File: config.mk
export PLATFORM = sky130hd
export DESIGN_NAME = carregador_programa
export DESIGN_NICKNAME = d
export VERILOG_FILES = /design/src/rtl/carregador_programa.sv
export SDC_FILE = /design/constraint.sdc
export NUM_CORES = 1
export LEC_CHECK = 0
export CORE_MARGIN = 1
export CORE_UTILIZATION = 64
export DETAILED_ROUTE_END_ITERATION = 16
export DONT_BUFFER_PORTS = 1
export GPL_TIMING_DRIVEN = 0
export PLACE_DENSITY = 0.8
export RECOVER_POWER = 50
export SYNTH_ARGS = -nofsm -noshare
export SYNTH_HDL_FRONTEND = slang
export SYNTH_SLANG_ARGS = --single-unit
File: constraint.sdc
create_clock -name clk -period 3.72 [get_ports clk]
set_clock_uncertainty 0.2 [all_clocks]
set_input_delay 0 -clock clk [delete_from_list [all_inputs] [get_ports clk]]
set_output_delay 0 -clock clk [all_outputs]
set_load 0.02 [all_outputs]
File: src/rtl/carregador_programa.sv
// Program loader: accepts a stream of bytes over a valid/ready handshake and
// writes them to consecutive program-memory addresses starting at a captured base.
module carregador_programa #(
  parameter int unsigned LARG_END  = 9,
  parameter int unsigned LARG_DADO = 8
) (
  input  logic                 clk,
  input  logic                 reset,
  input  logic                 inicio,
  input  logic [LARG_END-1:0]  base,
  input  logic [LARG_END-1:0]  quantidade,
  input  logic [LARG_DADO-1:0] dado_in,
  input  logic                 valido_in,
  output logic                 pronto_out,
  output logic [LARG_END-1:0]  mem_end,
  output logic [LARG_DADO-1:0] mem_dado,
  output logic                 mem_we,
  output logic                 ocupado,
  output logic                 fim,
  output logic [LARG_END-1:0]  contagem,
  output logic [LARG_DADO-1:0] soma
);

  typedef enum logic [0:0] {StOcioso, StCarrega} estado_e;

  estado_e              estado_q, estado_d;
  logic [LARG_END-1:0]  base_q, base_d;
  logic [LARG_END-1:0]  quant_q, quant_d;
  logic [LARG_END-1:0]  contagem_q, contagem_d;
  logic [LARG_DADO-1:0] soma_q, soma_d;
  logic [LARG_END-1:0]  mem_end_q, mem_end_d;
  logic [LARG_DADO-1:0] mem_dado_q, mem_dado_d;
  logic                 mem_we_q, mem_we_d;
  logic                 fim_q, fim_d;

  logic                 aceita;
  logic [LARG_END-1:0]  contagem_inc;

  assign aceita       = (estado_q == StCarrega) && valido_in;
  assign contagem_inc = contagem_q + LARG_END'(1);

  always_comb begin
    estado_d   = estado_q;
    base_d     = base_q;
    quant_d    = quant_q;
    contagem_d = contagem_q;
    soma_d     = soma_q;
    mem_end_d  = mem_end_q;
    mem_dado_d = mem_dado_q;
    mem_we_d   = 1'b0;
    fim_d      = 1'b0;

    unique case (estado_q)
      StOcioso: begin
        if (inicio) begin
          base_d     = base;
          quant_d    = quantidade;
          contagem_d = '0;
          soma_d     = '0;
          if (quantidade == '0) begin
            fim_d = 1'b1;
          end else begin
            estado_d = StCarrega;
          end
        end
      end
      StCarrega: begin
        if (aceita) begin
          // contagem equals the bytes accepted so far, so it doubles as the address offset
          mem_we_d   = 1'b1;
          mem_dado_d = dado_in;
          mem_end_d  = base_q + contagem_q;
          contagem_d = contagem_inc;
          soma_d     = soma_q + dado_in;
          if (contagem_inc == quant_q) begin
            fim_d    = 1'b1;
            estado_d = StOcioso;
          end
        end
      end
      default: estado_d = StOcioso;
    endcase
  end

  always_ff @(posedge clk) begin
    if (reset) begin
      estado_q   <= StOcioso;
      base_q     <= '0;
      quant_q    <= '0;
      contagem_q <= '0;
      soma_q     <= '0;
      mem_end_q  <= '0;
      mem_dado_q <= '0;
      mem_we_q   <= 1'b0;
      fim_q      <= 1'b0;
    end else begin
      estado_q   <= estado_d;
      base_q     <= base_d;
      quant_q    <= quant_d;
      contagem_q <= contagem_d;
      soma_q     <= soma_d;
      mem_end_q  <= mem_end_d;
      mem_dado_q <= mem_dado_d;
      mem_we_q   <= mem_we_d;
      fim_q      <= fim_d;
    end
  end

  assign pronto_out = (estado_q == StCarrega);
  assign ocupado    = (estado_q == StCarrega);
  assign mem_end    = mem_end_q;
  assign mem_dado   = mem_dado_q;
  assign mem_we     = mem_we_q;
  assign fim        = fim_q;
  assign contagem   = contagem_q;
  assign soma       = soma_q;

endmodule

==> impl_metrics.json <==
{
  "status": "finished, final reports clean",
  "cap_viol_max_count": 0,
  "rsz0062_at_grt": "false",
  "fin_cells": 445,
  "dp.cells": 408,
  "r2r_cells": 8,
  "regArea_um2": 1101,
  "root_buffer": "clkbuf_8",
  "die_y_um": 69.06,
  "synth_edf_count": 0,
  "fin_crit_sh_pct": 71.40,
  "power_leakage_uw": 0.001325,
  "setup_tns_ns": 0,
  "required_ns": 3.74,
  "path_cells": "ha_1 -> fa_1 -> a21oi_1 -> o21ai_0 -> a2111oi_0 -> nor2_1 -> xnor2_1 -> a211oi_1",
  "grt_usage_pct": 33.62,
  "grt_pass1_wl_um": 12820,
  "hold_depth": 4,
  "hold_path_class": "input port to register",
  "synthesis.nets": 404,
  "ir_drop_mv": 0.2678,
  "nNetsFinal": 440,
  "wl_per_cell_um": 17.25,
  "postCtsResizedCells": 0,
  "slowest_stage": "dfxtp_1",
  "setup_viol": 0,
  "layout-drive-gt1-share_pct": 5.598,
  "p_int_uw": 839.0,
  "gp_congestion": 0.9254,
  "htree_num_levels": 2,
  "antenna_found_initial": 0,
  "viasPerCell": 5.975,
  "vias": 2659,
  "synth.distinct_cells": 47,
  "totalWireLength_um": 7677,
  "post_cts_buffers": 0,
  "drc": 0,
  "path_max_fanout": 4,
  "hold_violations": 0,
  "tightestPinTransition_ns": 0.8017,
  "die_w_um": 69.06,
  "total_power_uw": 1171,
  "ys_ff_latch": 55,
  "path_delay_family": "compound AO/OA/AOI/OAI gates",
  "clk_path_buf_depth": 2,
  "holdWs_ns": 0.04813,
  "core_area_um2": 4324,
  "critPathBufInv": 0,
  "start_kind": "register",
  "first_iter_violations": 206,
  "critPathKind": "register to register",
  "syn2layout_area_growth_pct": 15.65,
  "clock-sinks": 55,
  "crit_arrival_ns": 2.68,
  "async_flop_share_pct": 0,
  "dp_hpwl_um": 5135,
  "path_depth": 8,
  "cts_tree": "built",
  "p_per_area_nw_per_um2": 351.7,
  "ant_nets": 0,
  "ys_warn_count": 0,
  "drv_slew": 0,
  "pin_count": 68,
  "fill_cells": 325,
  "portBuffers": 0,
  "fin_crit_ns": 2.656,
  "syn_area_per_cell_um2": 8.084,
  "synth_top_area_share_pct": 38.26,
  "dr.pass1.iters": 5,
  "clkTransAtPathRegs_ns": 0.09,
  "switching_power_uw": 331.5,
  "yosysSeqAreaShare_pct": 38.26,
  "pwr-share-seq_pct": 55.4,
  "fmax_ghz": 0.3765,
  "grt_pass1_vias": 2668,
  "synth-main-ff-cell": "dfxtp_1",
  "cts_made_buffers": 5,
  "antennaDiodeCount": 0,
  "grt-ovfl-total": 0,
  "start_util_pct": 66.55,
  "insertion_delay_ns": 0.31,
  "multi_input_area_um2": 1670,
  "synthCells": 356,
  "clockPowerShare_pct": 29.6,
  "slowest_delay_ns": 0.42,
  "die_area_um2": 4769,
  "switching_share_pct": 28.32,
  "row_count": 24,
  "yosys.area.top_type": "dfxtp_1",
  "grt_max_degree": 18,
  "p_comb_share_pct": 15.0,
  "synth_area_um2": 2878,
  "endpoint_kind": "register",
  "yosys-top-cells-area": "dfxtp_1 38%, nand2_1 11%, a21oi_1 9.0%",
  "slew_headroom_pct": 46.36
}
## Yosys cell counts, types with 2 or more instances
cell type	number
fa_1	2
o211ai_1	3
nand2_1	81
xnor2_1	16
a21o_1	3
a21oi_1	52
and2_1	2
nor2_1	22
o21ai_0	8
a22o_1	8
buf_4	2
nand2b_1	2
a31oi_1	3
nor3_1	6
nand4_1	4
inv_1	5
clkbuf_1	13
ha_1	16
or2_2	2
o21bai_1	3
buf_2	4
a211oi_1	4
nor4_1	2
dfxtp_1	55
nor2b_1	3
nand3_1	7
xor2_1	8
## layout make-up
type,instances,area share [%]
plain buffers,20,2.519
well taps,52,1.955
repair buffers,29,8.722
inverters,5,0.5639
clock inverters,2,0.4887
clock buffers,6,2.481
flip-flops and latches,55,33.08
multi-input cells,276,50.19
## final timing paths
path	slack [ns]	start	to
worst min-delay path	0.05	inicio	quant_q[3]
worst min register to register	0.27	base_q[6]	base_q[6]
worst max register to register	1.06	contagem[0]	mem_end[8]
worst max-delay path	1.06	contagem[0]	mem_end[8]
## worst reg2reg max path: stages, from the launching register on
cell       delay (ns)
dfxtp_1          0.42
ha_1             0.28
fa_1             0.42
a21oi_1          0.20
o21ai_0          0.15
a2111oi_0        0.39
nor2_1           0.12
xnor2_1          0.16
a211oi_1         0.25
## registers in the layout, summed over array words and instances (netlist names)
signal and flops:
base_q 9, contagem 9, fim 1, mem_dado 8, mem_end 9, mem_we 1, ocupado 1, quant_q 9
soma 8
## cell families (layout without fill, tap and decap cells)
logic type,after synthesis,in the layout,synth area share (%)
and+or+nand+nor,140,140,22.56
buffers and inverters,25,62,3.696
adders and majority gates,18,18,8.348
xor gates and xnor gates,24,24,7.304
DFF,55,55,38.26
AOI/OAI and AO/OA,94,94,19.83
## layout by cell type (no fill, tap or decap), types with 2 or more instances in the layout
master and n:
a211oi_1 4, a21o_1 3, a21oi_1 52, a22o_1 8
a31oi_1 3, and2_1 2, buf_2 4, clkbuf_1 14
clkbuf_8 6, dfxtp_1 55, dlygate4sd3_1 29, fa_1 2
ha_1 16, inv_1 5, nand2_1 81, nand2b_1 2
nand3_1 7, nand4_1 4, nor2_1 22, nor2b_1 3
nor3_1 6, nor4_1 2, o211ai_1 3, o21ai_0 8
o21bai_1 3, or2_2 2, xnor2_1 16, xor2_1 8
## power by group through the flow
stage / logic (uW) / registers, uW / clock network [uW]
final: 176 / 648 / 347
after global routing: 196 / 650 / 373
after CTS: 170 / 647 / 352
after detailed placement: 142 / 661 / 0
after global placement: 137 / 660 / 0
after floorplan: 112 / 655 / 0
## stage by stage
stage	cell area (um2)	util (%)	setup slack [ns]
final	3328	76.97	1.064
after global routing	3328	76.97	0.9229
after global placement	2943	68.06	1.183
after floorplan	2878	-	1.393
after CTS	3332	77.05	1.067
after detailed placement	2943	68.06	1.100
## layer usage
layer | part of all wire [%] | up-vias | global-route usage, %
li1 | - | 1305 | -
met1 | 42 | 1231 | 43.15
met2 | 51 | 114 | 58.36
met3 | 5.7 | 9 | 5.994
met4 | 1.2 | 0 | 8.163
met5 | 0 | - | 0
## timing repair
| action | 4_1_cts | 5_1_grt |
|---|---|---|
| endpoints found under the hold margin | 43 | 0 |
| hold buffers | 29 | 0 |
| endpoints found under the setup margin | 0 | 0 |
No activity file was read; power rests on OpenSTA's default activity.
